### config.mk
export PLATFORM = sky130hd
export DESIGN_NAME = hazard_unit_mc
export DESIGN_NICKNAME = d
export VERILOG_FILES = /design/src/rtl/hazard_unit_mc.sv
export SDC_FILE = /design/constraint.sdc
export NUM_CORES = 1
export LEC_CHECK = 0
export CORE_ASPECT_RATIO = 1.25
export CORE_MARGIN = 4
export CORE_UTILIZATION = 35
export DETAILED_ROUTE_END_ITERATION = 10
export SLEW_MARGIN = 20
export SYNTH_ARGS = -nofsm -noshare
export SYNTH_HDL_FRONTEND = slang
export SYNTH_SLANG_ARGS = --single-unit
### constraint.sdc
create_clock -name clk_i -period 2.35 [get_ports clk_i]
set_input_delay 0.47 -clock clk_i [delete_from_list [all_inputs] [get_ports clk_i]]
set_output_delay 0.47 -clock clk_i [all_outputs]
set_load 0.03 [all_outputs]
### src/rtl/hazard_unit_mc.sv
// Load-use hazard unit for the ID stage: multi-cycle load bubbles, data-memory
// freeze with priority, and saturating stall counters.
module hazard_unit_mc #(
    parameter int REG_AW      = 5,
    parameter int LOAD_STALL  = 1,
    parameter int CNT_W       = 32,
    parameter int ZERO_FILTER = 1
) (
    input  logic              clk_i,
    input  logic              rst_i,
    input  logic              IDEX_MemRead_i,
    input  logic [REG_AW-1:0] IDEX_rd_addr_i,
    input  logic [REG_AW-1:0] rs1_addr_i,
    input  logic [REG_AW-1:0] rs2_addr_i,
    input  logic              rs1_use_i,
    input  logic              rs2_use_i,
    input  logic              mem_stall_i,
    output logic              PCWrite_o,
    output logic              Stall_o,
    output logic              NoOP_o,
    output logic              MemStall_o,
    output logic [CNT_W-1:0]  load_stall_cnt_o,
    output logic [CNT_W-1:0]  mem_stall_cnt_o
);

    typedef enum logic {RUN, LSTALL} state_t;

    localparam logic [3:0] REM_INIT = 4'(LOAD_STALL - 1);

    state_t     state, state_nxt;
    logic [3:0] rem, rem_nxt;
    logic       hz;
    logic       rd_is_x0;

    function automatic logic [CNT_W-1:0] sat_inc(input logic [CNT_W-1:0] v, input logic en);
        if (en && (v != {CNT_W{1'b1}}))
            return v + 1'b1;
        return v;
    endfunction

    assign rd_is_x0 = (ZERO_FILTER != 0) && (IDEX_rd_addr_i == '0);
    assign hz = IDEX_MemRead_i && !rd_is_x0 &&
                ((rs1_use_i && (IDEX_rd_addr_i == rs1_addr_i)) ||
                 (rs2_use_i && (IDEX_rd_addr_i == rs2_addr_i)));

    always_comb begin
        state_nxt  = state;
        rem_nxt    = rem;
        PCWrite_o  = 1'b1;
        Stall_o    = 1'b0;
        NoOP_o     = 1'b0;
        MemStall_o = 1'b0;
        if (rst_i) begin
            state_nxt = RUN;
            rem_nxt   = '0;
        end else if (mem_stall_i) begin
            // Freeze holds the FSM so the bubble count survives the memory stall.
            MemStall_o = 1'b1;
            PCWrite_o  = 1'b0;
            Stall_o    = 1'b1;
        end else begin
            case (state)
                RUN: begin
                    if (hz) begin
                        PCWrite_o = 1'b0;
                        Stall_o   = 1'b1;
                        NoOP_o    = 1'b1;
                        if (LOAD_STALL > 1) begin
                            state_nxt = LSTALL;
                            rem_nxt   = REM_INIT;
                        end
                    end
                end
                LSTALL: begin
                    PCWrite_o = 1'b0;
                    Stall_o   = 1'b1;
                    NoOP_o    = 1'b1;
                    rem_nxt   = rem - 4'd1;
                    if (rem == 4'd1)
                        state_nxt = RUN;
                end
                default: state_nxt = RUN;
            endcase
        end
    end

    always_ff @(posedge clk_i) begin
        if (rst_i) begin
            state            <= RUN;
            rem              <= '0;
            load_stall_cnt_o <= '0;
            mem_stall_cnt_o  <= '0;
        end else begin
            state            <= state_nxt;
            rem              <= rem_nxt;
            load_stall_cnt_o <= sat_inc(load_stall_cnt_o, NoOP_o);
            mem_stall_cnt_o  <= sat_inc(mem_stall_cnt_o, MemStall_o);
        end
    end

endmodule

After elaboration in Yosys (flattened, before gate mapping)
Cells that the tools add are included.

Bits in registers: 69. Latch bits: 0. Bits in writable memories: 0. ROM bits: 0. Input bits: 21. Output and inout port bits: 68. Word-level logic and storage cells: 44. Memories kept: 0.

$add $sub $neg: 3. Multiply operators: 0. Div/mod/pow operators: 0. Order comparisons: 0. Eq/ne operators: 5. Shift operators: 0. Mux-type cells: 20. Bitwise operators: 2. Reductions and logical operators: 10.

Operators with widths (count): 32-bit by 1-bit adder with 32-bit output, second input constant (2); 32-bit two-way mux (2); 32-bit inequality test, second input constant (2); 1-bit two-way mux (16); 5-bit equality test (2); 1-bit logical AND (6); 5-bit logical NOT (1); 4-bit by 1-bit equality test with 1-bit output, second input constant (1); 1-bit one-hot mux with 2 select lines (2); 4-bit by 1-bit subtractor with 4-bit output, second input constant (1); 1-bit NOT (2); 2-bit AND reduction (1); 1-bit logical NOT (1); 1-bit logical OR (1).

Logic depth before layout (Yosys ltp)
Word-level depth: 11. Gate-level depth with buffers: 9. Mapped depth without buffers: 7.

Least setup slack after synthesis
OpenSTA, ideal clock, no wires.

Path kind: register to register. From: reg load_stall_cnt_o[0]. To: reg load_stall_cnt_o[20]. Library setup time: 121 ps. Arrival: 2479 ps. Required time: 2229 ps. Setup slack: -250 ps. Cell stages (with the launch flop): 9. Path buffers: 1. Cell sequence: dfxtp_1 ha_1 nand3_2 or4b_1 or4_4 nand3_2 buf_6 nor4_2 mux2_4.

Word-level cells in the longest chain between the ends: 4.

RTL lines: start, declared (RTL line 22) `output logic [CNT_W-1:0] load_stall_cnt_o,`; start signal, assigned (RTL line 96) `load_stall_cnt_o <= sat_inc(load_stall_cnt_o, NoOP_o);`; parallel branches: the longest is 4 deep, another holds 32-bit by 1-bit adder with 32-bit output.

Parallel ways; which one is timed is not known. The select of a mux whose other input is x is not followed. A chain may end at the register's enable or synchronous reset.

Final worst setup path
From: in IDEX_MemRead_i. To: reg load_stall_cnt_o[22].

Word-level cells in the longest chain between the ends: 9.

RTL lines: start, declared (RTL line 11) `input logic IDEX_MemRead_i,`; 1-bit logical AND (2 in series) (RTL line 42) `assign hz = IDEX_MemRead_i && !rd_is_x0 &&`; 1-bit two-way mux (RTL line 64) `if (hz) begin`; 1-bit one-hot mux with 2 select lines (RTL line 62) `case (state)`; 1-bit two-way mux (RTL line 56) `end else if (mem_stall_i) begin`; 1-bit two-way mux (RTL line 53) `if (rst_i) begin`; 1-bit logical AND (RTL line 36) `if (en && (v != {CNT_W{1'b1}}))`; 1-bit two-way mux (RTL line 36); 1-bit two-way mux (RTL line 88) `if (rst_i) begin`.

Every way passes these cells. The select of a mux whose other input is x is not followed.

==> results.sh <==
export IMPL_setup_tns_ns=0
export IMPL_initial_core_util_pct=36.4
export IMPL_synthFlopType="dfxtp_1"
export IMPL_clkTransAtPathRegs_ns=0.06
export IMPL_clock_skew_ns=0.00826
export IMPL_synth_seq_area_share_pct=38.7
export IMPL_clk_latency_ns=0.33
export IMPL_hpwl_mm=7.55
export IMPL_track_usage_pct=17.4
export IMPL_rrSetupSlack_ns=0.09
export IMPL_synth_cell_types=50
export IMPL_grt_pass1_vias=3634
export IMPL_synth_seq_cells=69
export IMPL_r2r_end="load_stall_cnt_o[22]"
export IMPL_numCtsBuffers=9
export IMPL_relSlewSlack_pct=70.3
export IMPL_gp_congestion=0.830
export IMPL_dr_pass1_iters=4
export IMPL_tightest_slew_ns=0.442
export IMPL_die_area_sq_um=11900
export IMPL_vias=3570
export IMPL_synth_cells=413
export IMPL_holdWs_ns=0.493
export IMPL_yosysWarnings=0
export IMPL_status="finished clean"
export IMPL_avgViaCountPerCell=5.20
export IMPL_period_minus_slack_ns=2.30
export IMPL_synth_most_common_cell="dfxtp_1"
export IMPL_drcViolationCount=0
export IMPL_hp_class="flop to flop"
export IMPL_crit_path_max_fanout=6
export IMPL_drt_wl_total_mm=9.95
export IMPL_slew_violations=0
export IMPL_syn_to_final_growth_pct=48.7
export IMPL_async_flop_share_pct=0
export IMPL_setup_viol=0
export IMPL_core_area_sq_um=9810
export IMPL_holdPathEnd="load_stall_cnt_o[15]"
export IMPL_synth_commonest_cells="69 x dfxtp_1, 40 x nor2_1, 39 x nand2_1"
export IMPL_synth_largest_area_cell="dfxtp_1"
export IMPL_grt_pass1_wl_mm=17.2
export IMPL_synth_area_top_cells="dfxtp_1 39%, xnor2_1 7.4%, nor2_1 4.2%"
export IMPL_max_cap_viol_count=0
export IMPL_syn_avg_cell_area_sq_um=8.64
export IMPL_powerDensity_nw_per_um2=505
export IMPL_netlist_area_sq_um=3570
export IMPL_r2r_start="load_stall_cnt_o[0]"
export IMPL_hold_depth=2
export IMPL_drt_initial_drc_count=63
export IMPL_cts_htree_levels=3
export IMPL_p_leak_uw=0.00186
export IMPL_layout_nets=580
export IMPL_ant_nets=0
export IMPL_synthDominantCellAreaShare_pct=38.7
export IMPL_die_w_um=98.3
export IMPL_syn_nets=438
export IMPL_period_share_pct=97.8
export IMPL_antenna_found_initial=0
export IMPL_cp_data_required_time_ns=2.56
export IMPL_cp_start_kind="input pin"
export IMPL_fmax_mhz=435
export IMPL_rows=40
export IMPL_cp_end_kind="flop"
export IMPL_clockBufferDepth=2
export IMPL_path_class="input pin to flop"
export IMPL_synth_edf_count=0
export IMPL_ios=89
export IMPL_grt_ovfl_total=0
export IMPL_clkSinkCount=69
export IMPL_drive_gt1_share_pct=22.9
export IMPL_root_buffer="clkbuf_16"
export IMPL_cts_tree="yes"
export IMPL_reg2regPathDepth=8
export IMPL_grt_max_degree=38
export IMPL_hp_start="load_stall_cnt_o[15]"
export IMPL_ir_drop_v=0.000478
export IMPL_n_antenna_cell=0
export IMPL_arrival_ns=2.51
export IMPL_wire_per_inst_um=14.5
export IMPL_hold_violations=0
export IMPL_io_buffers=88
export IMPL_fp_dieH_um=121
per-stage QoR:
step | cell area [sq um] | setup slack (ns) | std cells | utilization, % | power, uW
floorplan | 3610 | 0.00743 | 413 | - | 1270
global placement | 5000 | -0.750 | 668 | 51.0 | 1350
detailed placement | 5000 | -0.778 | 668 | 51.0 | 1350
CTS | 5300 | 0.00528 | 686 | 54.1 | 2710
global route | 5310 | -0.0506 | 686 | 54.1 | 2780
finish | 5310 | 0.0521 | 686 | 54.1 | 2680
cell usage in the layout (no fill, tap or decap), types with 11 or more instances in the layout:
cell type and n:
nand2_1 39, buf_4 58, or4_1 14, o31ai_1 13
a21oi_1 20, nor3_1 12, nor2_1 40, clkdlybuf4s50_1 67
or3_1 11, nand3_1 18, dfxtp_1 59, nand4_1 15
xnor2_1 26
worst max path at each step:
| stage | from | to | slack [ns] | cells after the start |
|---|---|---|---|---|
| finish | IDEX_MemRead_i | load_stall_cnt_o[22] | 0.05 | 9 |
| global route | IDEX_MemRead_i | load_stall_cnt_o[9] | -0.05 | 9 |
| CTS | rs1_addr_i[1] | PCWrite_o | 0.005 | 8 |
| detailed placement | IDEX_rd_addr_i[1] | Stall_o | -0.78 | 7 |
| global placement | IDEX_rd_addr_i[1] | Stall_o | -0.75 | 7 |
| floorplan | load_stall_cnt_o[16] | load_stall_cnt_o[20] | 0.007 | 7 |
power by group:
group	switching, uW	total, uW	internal [uW]
clock	500	1350	848
combinational	80.6	155	74.5
sequential	4.01	1180	1170
total	585	2680	2090
kinds of logic after synthesis:
family	synth area share, %
compound gates	11.6
flops	38.7
xor+xnor	9.82
buf+inv	3.75
fa+ha+maj	1.40
simple gates	31.7
mux	3.02
sequential cells by signal, indices dropped and copies added (netlist names):
name	count
load_stall_cnt_o	32
state	1
rem	4
mem_stall_cnt_o	32
repair_timing:
item / CTS / global route
setup buffers: 2 / 0
endpoints found under the setup margin: 14 / 18
resized for setup: 39 / 24
pin swaps: 16 / 16
hold buffers: 0 / 0
cell type report:
class	count	area (sq um)
flip-flops and latches	69	1400
multi-input cells	317	2120
repair buffers	148	1300
clock buffers	12	246
well taps	126	158
clock inverters	4	47.5
inverters	10	37.5
fillers	945	4500
routing by layer:
metal / GRT usage [%] / wire [um] / up-vias
met1: 19.9 / 4100 / 1682
met3: 4.54 / 514 / 18
met5: 0 / 0 / -
met4: 6.92 / 197 / 0
met2: 30.7 / 5140 / 76
li1: - / - / 1794
critical path, cell delays in order:
cell	delay, ns
clkdlybuf4s50_1	0.48
o21ai_2	0.06
buf_4	0.12
buf_4	0.12
a21oi_1	0.29
nand3_4	0.15
buf_12	0.16
nor4_2	0.32
mux2_4	0.33
Note: power is estimated with default switching activity, not from simulation.
